File: src/rtl/mem_ctrl.sv
// Byte-serial controller for the 8-bit RAM/IO port: splits byte/half/word requests into
// little-endian byte accesses, pipelines reads against the one-cycle RAM latency.
module mem_ctrl (
  input  logic        clk_in,
  input  logic        rst_in,
  input  logic        rdy_in,
  input  logic        req_valid,
  output logic        req_ready,
  input  logic        req_wr,
  input  logic [1:0]  req_size,
  input  logic        req_signed,
  input  logic [31:0] req_addr,
  input  logic [31:0] req_wdata,
  output logic        resp_valid,
  output logic [31:0] resp_rdata,
  input  logic [7:0]  mem_din,
  output logic [7:0]  mem_dout,
  output logic [31:0] mem_a,
  output logic        mem_wr,
  input  logic        io_buffer_full
);

  typedef enum logic [1:0] {IDLE = 2'd0, READ = 2'd1, WRITE = 2'd2, DONE = 2'd3} state_t;

  state_t      state;
  logic [31:0] addr_q, wdata_q, rdata_q, a_q, d_a;
  logic [7:0]  dout_q;
  logic [1:0]  size_q;
  logic        signed_q;
  logic [2:0]  n_q, cnt, cap_cnt;
  logic        a_live, d_live, wr_q, was_paused;

  logic [2:0]  req_n, w_idx;
  logic [31:0] w_base, w_data, w_addr, r_asm, r_ext, r_next_a;
  logic [7:0]  w_byte;
  logic        w_stall, replay;

  // Handshake: a request transfers on a rising edge where req_valid, req_ready and rdy_in
  // are all high; req_* are sampled only on that edge. resp_valid is a one-cycle pulse.
  always_comb begin
    req_n = 3'd4;
    if (req_size == 2'd0) req_n = 3'd1;
    else if (req_size == 2'd1) req_n = 3'd2;
    if (state == IDLE) begin
      w_base = req_addr;
      w_data = req_wdata;
      w_idx  = 3'd0;
    end else begin
      w_base = addr_q;
      w_data = wdata_q;
      w_idx  = cnt;
    end
    w_addr  = w_base + {29'd0, w_idx};
    w_byte  = w_data[{w_idx[1:0], 3'b000} +: 8];
    w_stall = (w_addr[17:16] == 2'b11) & io_buffer_full;
    r_next_a = addr_q + {29'd0, cnt};
    r_asm = rdata_q;
    r_asm[{cap_cnt[1:0], 3'b000} +: 8] = mem_din;
    case (size_q)
      2'd0:    r_ext = {{24{signed_q & r_asm[7]}}, r_asm[7:0]};
      2'd1:    r_ext = {{16{signed_q & r_asm[15]}}, r_asm[15:0]};
      default: r_ext = r_asm;
    endcase
  end

  // After a pause the byte whose data was due is re-addressed before capturing resumes.
  assign replay     = (state == READ) & was_paused & d_live;
  assign mem_a      = replay ? d_a : a_q;
  assign mem_dout   = dout_q;
  assign mem_wr     = wr_q & rdy_in & ~rst_in;
  assign req_ready  = (state == IDLE);
  assign resp_valid = (state == DONE) & rdy_in;

  always_ff @(posedge clk_in) begin
    if (rst_in) begin
      state <= IDLE;
      addr_q <= '0; wdata_q <= '0; rdata_q <= '0; a_q <= '0; d_a <= '0;
      dout_q <= '0; size_q <= '0; signed_q <= 1'b0; n_q <= '0;
      cnt <= '0; cap_cnt <= '0;
      a_live <= 1'b0; d_live <= 1'b0; wr_q <= 1'b0; was_paused <= 1'b0;
      resp_rdata <= '0;
    end else begin
      was_paused <= ~rdy_in;
      if (rdy_in) begin
        case (state)
          IDLE: if (req_valid) begin
            addr_q   <= req_addr;
            wdata_q  <= req_wdata;
            size_q   <= req_size;
            signed_q <= req_signed;
            n_q      <= req_n;
            rdata_q  <= '0;
            cap_cnt  <= '0;
            d_live   <= 1'b0;
            a_q      <= req_addr;
            if (req_wr) begin
              state  <= WRITE;
              dout_q <= w_byte;
              wr_q   <= ~w_stall;
              cnt    <= w_stall ? 3'd0 : 3'd1;
            end else begin
              state  <= READ;
              a_live <= 1'b1;
              cnt    <= 3'd1;
            end
          end
          READ: if (!replay) begin
            if (d_live) begin
              rdata_q <= r_asm;
              cap_cnt <= cap_cnt + 3'd1;
              if (cap_cnt == n_q - 3'd1) begin
                state      <= DONE;
                resp_rdata <= r_ext;
              end
            end
            d_live <= a_live;
            d_a    <= a_q;
            if (cnt < n_q) begin
              a_q    <= r_next_a;
              a_live <= 1'b1;
              cnt    <= cnt + 3'd1;
            end else begin
              a_live <= 1'b0;
            end
          end
          WRITE: begin
            if (cnt == n_q) begin
              state      <= DONE;
              wr_q       <= 1'b0;
              resp_rdata <= '0;
            end else begin
              // a stalled IO byte keeps its address and is retried on the next edge
              a_q    <= w_addr;
              dout_q <= w_byte;
              wr_q   <= ~w_stall;
              if (!w_stall) cnt <= cnt + 3'd1;
            end
          end
          DONE:    state <= IDLE;
          default: state <= IDLE;
        endcase
      end
    end
  end

endmodule

File: config.mk
export PLATFORM = sky130hd
export DESIGN_NAME = mem_ctrl
export DESIGN_NICKNAME = d
export VERILOG_FILES = /design/src/rtl/mem_ctrl.sv
export SDC_FILE = /design/constraint.sdc
export NUM_CORES = 1
export LEC_CHECK = 0
export ABC_AREA = 1
export CAP_MARGIN = 20
export CORE_MARGIN = 10
export CORE_UTILIZATION = 61
export CTS_CLUSTER_SIZE = 30
export DETAILED_ROUTE_END_ITERATION = 8
export GPL_ROUTABILITY_DRIVEN = 0
export PLACE_DENSITY = 0.89
export SLEW_MARGIN = 40
export SYNTH_ARGS = -nofsm -noshare
export SYNTH_HDL_FRONTEND = slang
export SYNTH_SLANG_ARGS = --single-unit
File: constraint.sdc
create_clock -name clk_in -period 6.1 [get_ports clk_in]
set_input_delay 1.22 -clock clk_in [delete_from_list [all_inputs] [get_ports clk_in]]
set_output_delay 1.22 -clock clk_in [all_outputs]
set_load 0.1 [all_outputs]
==> results of run 1 <==
registers in the layout (all words and copies together), names as in the netlist, 2 cells and up:
signal	flops
mem_dout	8
n_q	3
addr_q	32
cnt	3
d_a	32
cap_cnt	3
size_q	2
state	2
wdata_q	32
resp_rdata	32
a_q	32
rdata_q	32
metrics by stage:
step	std cells	area (um^2)	hold slack, ns
final	2402	15000	0.453
after floorplan	2033	13000	0.424
after detailed placement	2360	14200	0.442
after CTS	2402	15000	0.451
after global routing	2402	15000	0.479
after global placement	2359	14400	0.435
Yosys cell counts, types with 4 or more instances:
cell and instances:
a21oi_1 238, a31oi_1 4, buf_1 7, buf_2 18, buf_4 7, clkbuf_1 77, dfxtp_1 218, ha_1 23
inv_1 240, inv_2 10, nand2_1 500, nand2_2 17, nand2_4 9, nand3_1 102, nand3_2 4, nand4_1 14
nor2_1 152, nor2_2 15, nor2_4 16, nor3_1 15, o211ai_1 5, o21ai_0 241, o21ai_1 5, o21ai_2 13
o21bai_1 6, o22ai_1 33, or2_2 8, xnor2_1 4
layer usage:
| layer | up-vias | GRT usage, % | share of wire, % |
|---|---|---|---|
| met5 | - | 0.361 | 0 |
| met4 | 0 | 16.7 | 6.5 |
| met3 | 190 | 4.87 | 8.4 |
| met2 | 763 | 45.8 | 47 |
| met1 | 6380 | 31.9 | 38 |
| li1 | 6752 | - | - |
cells by family after synthesis:
group           count (synthesis)  share of synthesized area [%]
flops                         218                           33.6
compound gates                558                           22.9
buf+inv                       363                           11.2
xor+xnor                        5                          0.337
simple gates                  864                           29.4
fa+ha+maj                      25                           2.53
worst reg2reg max path: cells and delay by family, from the launching register on:
family | cells | cell delay (ns)
and+or+nand+nor | 14 | 2.12
buffers and inverters | 3 | 0.55
DFF | 1 | 0.44
adders and majority gates | 3 | 1.03
power by group:
part	internal [W]	switching, W
combinational	0.000455	0.00133
sequential	0.00156	0.0000880
clock	0.000875	0.000603
area by class of cell:
| class | count | area [um^2] |
|---|---|---|
| well taps | 275 | 344 |
| clock inverters | 6 | 75.1 |
| inverters | 250 | 938 |
| repair buffers | 165 | 1340 |
| clock buffers | 36 | 736 |
| fillers | 1793 | 5930 |
| multi-input cells | 1452 | 7230 |
| flip-flops and latches | 218 | 4360 |
path summary, 6_finish.rpt:
path | slack (ns) | endpoint | start
worst min register to register | 0.45 | wdata_q[22]$_SDFFE_PP0P_ | wdata_q[22]$_SDFFE_PP0P_
worst min-delay path | 0.45 | wdata_q[22]$_SDFFE_PP0P_ | wdata_q[22]$_SDFFE_PP0P_
worst max register to register | 1.85 | cnt[0]$_SDFFE_PP0P_ | state[1]$_SDFFE_PP0P_
worst max-delay path | 1.85 | cnt[0]$_SDFFE_PP0P_ | state[1]$_SDFFE_PP0P_
==> results.md, run 1 <==
* Ant diodes at 0
* CTS tree: built
* Worst-path fanout max at 33
* Buf/Inv on CP at 3
* Clock Sinks at about 220
* Mapped Nets at about 2100
* RSZ-0062 raised after global routing: no
* Final hold vios at 0
* Post-synth top area share at approximately a third
* Wirelength per Cell at ~17 um
* Crit. path cell count at 20
* Critical path type: reg -> reg
* Power Density at about 330 mW/mm^2
* Vias at approximately 14000
* GRT Residual Overflow at 0
* Fmax at 0.235 GHz
* I/O Buffers at roughly 160
* Ports at 156
* H-tree depth at 1
* Row count at 53
* Post-Route Setup TNS at 0 ns
* Relative slew slack at between 40 and 50%
* Post-CTS Resized at 0
* Post-route setup slack at around 1.9 ns
* Min Tclk post-route at 4.25 ns
* First-pass GRT wire length at about 65000 um
* Fin crit share at 69.7%
* Syn. warnings at 0
* Critical path's largest stage delay at slightly above 0.6 ns
* Commonest non-fill, non-tap cell in the layout: nand2_1
* P&R area growth vs syn at 15.7%
* Critical-path top delay cell: nor2_1
* # Post-CTS Setup Buffers at 0
* Hold Path Depth at 2
* Synthesized area per cell at 6.39 um^2
* Initial Util at 62.0%
* Yosys top cell by area: dfxtp_1
* Critical path's top delay family: simple AND/OR/NAND/NOR gates
* Number of global-route vias before repair at around 13000
* Number of max-cap violations at 0
* Number of synthesized flops with an enable pin at 0
* Cts hold-fix bufs at 0
* Crit end category: flop
* Max Slew Vio Count at 0
* Layout cell share with drive strength beyond 1 at 11.0%
* Status: finished clean
* Worst slew pin tran at 0.883 ns
* Largest net degree at the start of global routing at 93
* Post-synth top flop: dfxtp_1
* Most frequent CP cell: nand2_1
* Post-Synthesis Cells at around 2000
* DPL Wire Length at ~28000 um
* Synthesized area at 0.0130 mm^2
* Worst Reg-to-Reg Cells at 20
* Overall power at around 0.0049 W
* Worst-path clk slew at 0.06 ns
* Most frequent cells in the layout: nand2_1 (500), o21ai_0 (241), inv_1 (239)
* Clk Latency, worst-skew pair at around 0.53 ns
* Synth cell types at 50
* DIE WIDTH at about 170 um
* Startpoint Class: flop
* Hold Path Class: reg -> reg
* WP data arrival at about 4.7 ns
* Vias per cell at between 5 and 6
* DRT Pass-1 Iters at 6
* TritonCTS buffer count at 24
* Yosys reg bits at between 200 and 250
* Final core utilization at between 70% and 80%
* Final nets at approximately 2200
* # setup viols final at 0
* Root Buffer Master: clkbuf_16
* Crit-path cells: inv_1, ha_2, buf_4, nor2_1, ha_1, inv_1, fa_1, or2_1, nand2_1, nand2_1, nor2_4, nand2_1, nand2_1, nand2_2, nor2_4, nand3_4, nand2_2, nand2_1, nand2_1, nor2_1
* Total track usage at a little over a quarter
* Final Skew at 0.0181 ns
* Post-synthesis sequential area ratio at around a third
* Static leakage at 6.22 nW
* Peak VDD IR at slightly below 300 uV
* Place WS at roughly 2.0 ns
* Initial DRC Count at roughly 1800
* Die Span Y at around 170 um
* Final WL at 40100 um
* Crit path required time at roughly 6.5 ns
* Antenna violations before repair at 0
* DRC viols at 0
* Die area at between 0.02 and 0.03 mm^2
* CORE AREA at approximately 0.021 mm^2
* Clock Tree Buf Depth at 3
* Ys async rst share at 0%
* Top area cells in the synthesized netlist: dfxtp_1 (34%), nand2_1 (14%), o21ai_0 (9.3%), a21oi_1 (9.2%), inv_1 (6.9%)
* Final ANT Viol Nets at 0
Note: power is estimated with default switching activity, not from simulation.
==> inputs of run 2 (changes only) <==
--- a/config.mk
+++ b/config.mk
@@ -8,11 +8,11 @@
 export ABC_AREA = 1
 export CAP_MARGIN = 20
 export CORE_MARGIN = 10
-export CORE_UTILIZATION = 61
+export CORE_UTILIZATION = 57
 export CTS_CLUSTER_SIZE = 30
 export DETAILED_ROUTE_END_ITERATION = 8
 export GPL_ROUTABILITY_DRIVEN = 0
-export PLACE_DENSITY = 0.89
+export PLACE_DENSITY = 0.84
 export SLEW_MARGIN = 40
 export SYNTH_ARGS = -nofsm -noshare
 export SYNTH_HDL_FRONTEND = slang
==> constraint.sdc (replaced) <==
create_clock -name clk_in -period 4.34 [get_ports clk_in]
set_input_delay 0.868 -clock clk_in [delete_from_list [all_inputs] [get_ports clk_in]]
set_output_delay 0.868 -clock clk_in [all_outputs]
set_load 0.1 [all_outputs]
==> run 2 against run 1 <==
Combinational power up 49%; clock power up 48%; power up 46%; clock skew down 0.0088 ns; first-iteration DRC count down 5.8%; setup slack worse by 1.4 ns; global-route usage down 0.21 points; sequential share of layout area down 0.88 points; routed wire length up 2.4%; worst hold slack worse by 0.0020 ns; core utilization down 2.9 points; critical endpoint is now mem_a[23].
==> results.md, run 2 (synthesis gave the netlist of run 1 again) <==
* Status: finished clean (unchanged)
* Post-Route Setup TNS at 0 ns (unchanged)
* Fmax at approximately 0.26 GHz
* Number of global-route vias before repair at 13297 (was 13160)
* Initial DRC Count at 1651 (was 1753)
* Worst-path clk slew at 0.06 ns (about the same)
* Max Slew Vio Count at 0 (unchanged)
* P&R area growth vs syn at 19.4% (was 15.7%)
* Hold Path Class: reg -> reg (unchanged)
* CORE AREA at 0.0225 mm^2 (was 0.0210 mm^2)
* Place WS at 0.616 ns (was 1.99 ns)
* Worst-path fanout max at 46 (was 33)
* Clock Tree Buf Depth at 3 (unchanged)
* Vias at 13890 (was 14085)
* GR met1 Demand/Resource at 30.8% (was 31.9%)
* Fin crit share at 90.3%
* Commonest non-fill, non-tap cell in the layout: nand2_1 (unchanged)
* TritonCTS buffer count at 24 (unchanged)
* Die Span Y at 171 um (was 166 um)
* Area post-placement at 0.0146 mm^2 (was 0.0142 mm^2)
* Layout cell share with drive strength beyond 1 at 11.4% (was 11.0%)
* Critical path type: reg -> out (was reg -> reg)
* Largest net degree at the start of global routing at 101 (was 93)
* Fin area at 0.0155 mm^2 (was 0.0150 mm^2)
* Final nets at 2224 (was 2217)
* Overall power at 0.00715 W (was 0.00491 W)
* Clk Latency, worst-skew pair at 0.53 ns (about the same)
* Vias per cell at 5.73 (was 5.86)
* Final hold vios at 0 (unchanged)
* Startpoint Class: flop (unchanged)
* Post-route setup slack at 0.420 ns (was 1.85 ns)
* Crit path required time at 3.47 ns (was 6.52 ns)
* Clock Sinks at 218 (unchanged)
* Post-CTS Resized at 0 (unchanged)
* Root Buffer Master: clkbuf_16 (unchanged)
* H-tree depth at 1 (unchanged)
* Row count at 55 (was 53)
* Wirelength per Cell at 17.0 um (was 16.7 um)
* Peak VDD IR at 301 uV (was 295 uV)
* Final ANT Viol Nets at 0 (unchanged)
* Total track usage at 27.2% (was 27.4%)
* RSZ-0062 raised after global routing: no (unchanged)
* WP data arrival at 3.05 ns (was 4.67 ns)
* Number of max-cap violations at 0 (unchanged)
* Filler cell count at 1935 (was 1793)
* First-pass GRT wire length at 65300 um (was 64500 um)
* Cts hold-fix bufs at 0 (unchanged)
* Ports at 156 (unchanged)
* Worst slew pin tran at 0.979 ns (was 0.883 ns)
* DPL Wire Length at 29700 um (was 28400 um)
* I/O Buffers at 155 (unchanged)
* Final WL at 41100 um (was 40100 um)
* Antenna violations before repair at 1 (was 0)
* GR peak layer: met2 (unchanged)
* DRT Pass-1 Iters at 7 (was 6)
* Most frequent cells in the layout: nand2_1 (500), o21ai_0 (241), inv_1 (239) (unchanged)
* Static leakage at 6.37 nW (was 6.22 nW)
* Power Density at 462 mW/mm^2 (was 326 mW/mm^2)
* DIE WIDTH at 171 um (was 166 um)
* Global routing met2 resource utilization at 45.9% (was 45.8%)
* Relative slew slack at 34.2% (was 40.6%)
* Initial Util at 57.7% (was 62.0%)
* Min Tclk post-route at approximately 3.9 ns
* # Post-CTS Setup Buffers at 0 (unchanged)
* Final Skew at 0.00929 ns (was 0.0181 ns)
* Hold_ws at 0.451 ns (was 0.453 ns)
* # setup viols final at 0 (unchanged)
* Die area at 0.0292 mm^2 (was 0.0275 mm^2)
* DRC viols at 0 (unchanged)
* GR Util met3 at 5.90% (was 4.87%)
* Crit end category: output pin (was flop)
* GRT Residual Overflow at 0 (unchanged)
* CTS tree: built (unchanged)
[run 2: worst paths after layout]
check,slack (ns),to,startpoint,cells past startpoint
worst max-delay path,0.42,mem_a[23],state[1]$_SDFFE_PP0P_,6
worst min-delay path,0.45,wdata_q[22]$_SDFFE_PP0P_,wdata_q[22]$_SDFFE_PP0P_,2
worst max register to register,0.82,cnt[0]$_SDFFE_PP0P_,state[0]$_SDFFE_PP0P_,20
worst min register to register,0.45,wdata_q[22]$_SDFFE_PP0P_,wdata_q[22]$_SDFFE_PP0P_,2
[run 2: final cells by class]
class,instances,area [um^2],share of cell area [%]
Timing Repair Buffer,172,1790,11.6
Inverter,250,940,6.06
Antenna cell,1,2.50,0.0161
Clock buffer,32,671,4.33
Clock inverter,12,178,1.15
Tap cell,285,357,2.30
Multi-Input combinational cell,1452,7190,46.4
Sequential cell,218,4360,28.2
[run 2: critical path, cell delays in order (launching register included)]
cell	delay, ns
dfxtp_1	0.35
inv_1	0.14
ha_1	0.23
nand3_2	0.62
buf_4	0.47
o21ai_0	0.44
buf_12	0.24
[run 2: power by group]
| part | leakage, nW | switching [W] | internal [W] |
|---|---|---|---|
| clock | 0.417 | 0.000859 | 0.00133 |
| combinational | 4.18 | 0.00189 | 0.000765 |
| sequential | 1.78 | 0.000122 | 0.00219 |
| total | 6.37 | 0.00287 | 0.00428 |
[run 2: metal layers]
layer,share of wire [%],vias to the layer above
li1,-,6760
met1,37,6240
met2,47,705
met3,9.4,185
met4,6.2,0
met5,0,-
[run 2: per-stage QoR]
step | instances | utilization [%]
3_3_place_gp | 2377 | 65.9
2_1_floorplan | 2033 | -
6_report | 2422 | 68.9
3_5_place_dp | 2377 | 65.0
5_1_grt | 2422 | 68.9
4_1_cts | 2421 | 68.8
==> inputs of run 3 (changes only) <==
--- a/config.mk
+++ b/config.mk
@@ -8,11 +8,11 @@
 export ABC_AREA = 1
 export CAP_MARGIN = 20
 export CORE_MARGIN = 10
-export CORE_UTILIZATION = 57
+export CORE_UTILIZATION = 40
 export CTS_CLUSTER_SIZE = 30
 export DETAILED_ROUTE_END_ITERATION = 8
 export GPL_ROUTABILITY_DRIVEN = 0
-export PLACE_DENSITY = 0.84
+export PLACE_DENSITY = 0.63
 export SLEW_MARGIN = 40
 export SYNTH_ARGS = -nofsm -noshare
 export SYNTH_HDL_FRONTEND = slang
==> run 3 against run 2 <==
Sequential cell count stayed put; largest cell class unchanged; non-clock buffer count up 4; critical path type unchanged; fmax is 11% higher; count of clock-buffer cells in the layout increased by 3.
==> results.md, run 3 (synthesis gave the netlist of run 1 again) <==
* I/O Buffers at 155 (unchanged)
* P&R area growth vs syn at 18.0% (was 19.4%)
* Crit path required time at 3.47 ns (about the same)
* # Post-CTS Setup Buffers at 0 (unchanged)
* Die area at 0.0401 mm^2 (was 0.0292 mm^2)
* CP endpoint: mem_a[0] (was mem_a[23])
* TritonCTS buffer count at 25 (was 24)
* FF-to-FF setup slack at 0.83 ns (was 0.82 ns)
* Clk Latency, worst-skew pair at 0.54 ns (was 0.53 ns)
* Overall power at 0.00701 W (was 0.00715 W)
* Wirelength per Cell at 17.0 um (about the same)
* Max Slew Vio Count at 0 (unchanged)
* Fmax at 0.284 GHz (was 0.255 GHz)
* Clock Tree Buf Depth at 3 (unchanged)
* GRT Residual Overflow at 0 (unchanged)
* Final core utilization at 48.2% (was 68.9%)
* CORE AREA at 0.0318 mm^2 (was 0.0225 mm^2)
* First-pass GRT wire length at 68700 um (was 65300 um)
* Commonest non-fill, non-tap cell in the layout: nand2_1 (unchanged)
* Number of max-cap violations at 0 (unchanged)
* Initial DRC Count at 1319 (was 1651)
* Final ANT Viol Nets at 0 (unchanged)
* Final nets at 2229 (was 2224)
* Ports at 156 (unchanged)
* Filler cell count at 3315 (was 1935)
* Fin crit share at 81.3% (was 90.3%)
* Post-Route Setup TNS at 0 ns (unchanged)
* Launch point of the worst path: state[1]$_SDFFE_PP0P_ (unchanged)
* Number of global-route vias before repair at 12448 (was 13297)
* Post-CTS Resized at 0 (unchanged)
* Layout cell share with drive strength beyond 1 at 11.5% (was 11.4%)
* Clock Sinks at 218 (unchanged)
* Largest net degree at the start of global routing at 86 (was 101)
* Final hold vios at 0 (unchanged)
* Root Buffer Master: clkbuf_16 (unchanged)
* Cts hold-fix bufs at 0 (unchanged)
* DRC viols at 0 (unchanged)
* Hold Path Class: reg -> reg (unchanged)
* RR Endpoint: cnt[0]$_SDFFE_PP0P_ (unchanged)
* Final WL at 43700 um (was 41100 um)
* DPL Wire Length at 32300 um (was 29700 um)
* Post-route setup slack at 0.813 ns (was 0.420 ns)
* Worst Reg-to-Reg Cells at 18 (was 20)
* Static leakage at 6.28 nW (was 6.37 nW)
* H-tree depth at 1 (unchanged)
* DRT Pass-1 Iters at 5 (was 7)
* Antenna violations before repair at 3 (was 1)
* Die Span Y at 200 um (was 171 um)
* CTS tree: built (unchanged)
* DIE WIDTH at 200 um (was 171 um)
* Vias at 13539 (was 13890)
* Reg2Reg Launch Point: state[0]$_SDFFE_PP0P_ (unchanged)
* Status: finished clean (unchanged)
* RSZ-0062 raised after global routing: no (unchanged)
* Peak VDD IR at 307 uV (was 301 uV)
* Crit end category: output pin (unchanged)
* Startpoint Class: flop (unchanged)
* Critical path type: reg -> out (unchanged)
* WP data arrival at 2.66 ns (was 3.05 ns)
* HP Start: wdata_q[20]$_SDFFE_PP0P_ (was wdata_q[22]$_SDFFE_PP0P_)
* Most frequent cells in the layout: nand2_1 (500), o21ai_0 (241), inv_1 (239) (unchanged)
* Initial Util at 40.8% (was 57.7%)
* Vias per cell at 5.25 (was 5.73)
* Worst-path clk slew at 0.06 ns (about the same)
* # setup viols final at 0 (unchanged)
* Row count at 65 (was 55)
* Total track usage at 20.7% (was 27.2%)
* Place WS at 0.639 ns (was 0.616 ns)
* Final Skew at 0.0134 ns (was 0.00929 ns)
* Worst slew pin tran at 0.889 ns (was 0.979 ns)
* Min Tclk post-route at 3.53 ns (was 3.92 ns)
* Power Density at 458 mW/mm^2 (was 462 mW/mm^2)
* Relative slew slack at 40.2% (was 34.2%)
* Worst-path fanout max at 50 (was 46)
run 3: cell types whose count changed in the layout (fill, tap and decap cells not counted), sizes merged:
| cell | before | now |
|---|---|---|
| clkbuf | 32 | 35 |
| bufinv | 4 | 3 |
| clkinv | 7 | 6 |
| buf | 93 | 97 |
run 3: worst min path at each step:
stage                               endpoint  slack (ns)  cells past startpoint
detailed placement  wdata_q[19]$_SDFFE_PP0P_        0.44                      2
CTS                 wdata_q[19]$_SDFFE_PP0P_        0.45                      2
global placement     wdata_q[7]$_SDFFE_PP0P_        0.43                      2
floorplan            wdata_q[7]$_SDFFE_PP0P_        0.42                      2
finish              wdata_q[20]$_SDFFE_PP0P_        0.44                      2
global route        wdata_q[23]$_SDFFE_PP0P_        0.48                      2
run 3: critical path, stage by stage, from the launching register on:
cell     delay [ns]
dfxtp_1        0.35
inv_1          0.14
ha_1           0.23
nand3_4        0.42
buf_4          0.36
o21ai_0        0.25
buf_4          0.35
run 3: report_power, final:
group | leakage, nW | internal, W | switching (W)
sequential | 1.78 | 0.00219 | 0.000120
clock | 0.411 | 0.00131 | 0.000867
combinational | 4.10 | 0.000637 | 0.00190
run 3: area by class of cell:
type / instances / area, um^2 / share of cell area (%)
flip-flops and latches: 218 / 4360 / 28.5
multi-input cells: 1452 / 7190 / 47.0
clock inverters: 10 / 131 / 0.858
clock buffers: 35 / 703 / 4.59
diodes: 1 / 2.50 / 0.0163
well taps: 435 / 544 / 3.55
inverters: 250 / 940 / 6.13
repair buffers: 176 / 1440 / 9.39
run 3: metrics by stage:
step | hold WS (ns) | instance area (um^2) | std cells
after CTS | 0.445 | 15300 | 2575
after detailed placement | 0.437 | 14500 | 2530
after global routing | 0.475 | 15300 | 2577
after global placement | 0.432 | 14600 | 2530
after floorplan | 0.424 | 13000 | 2033
final | 0.444 | 15300 | 2577
run 3: routing by layer:
metal | global-route usage (%) | vias to the layer above | share of wire (%)
li1 | - | 6790 | -
met1 | 30.4 | 6147 | 48
met2 | 29.7 | 528 | 40
met3 | 4.13 | 70 | 8.7
met4 | 5.67 | 4 | 2.6
met5 | 0 | - | 0.053
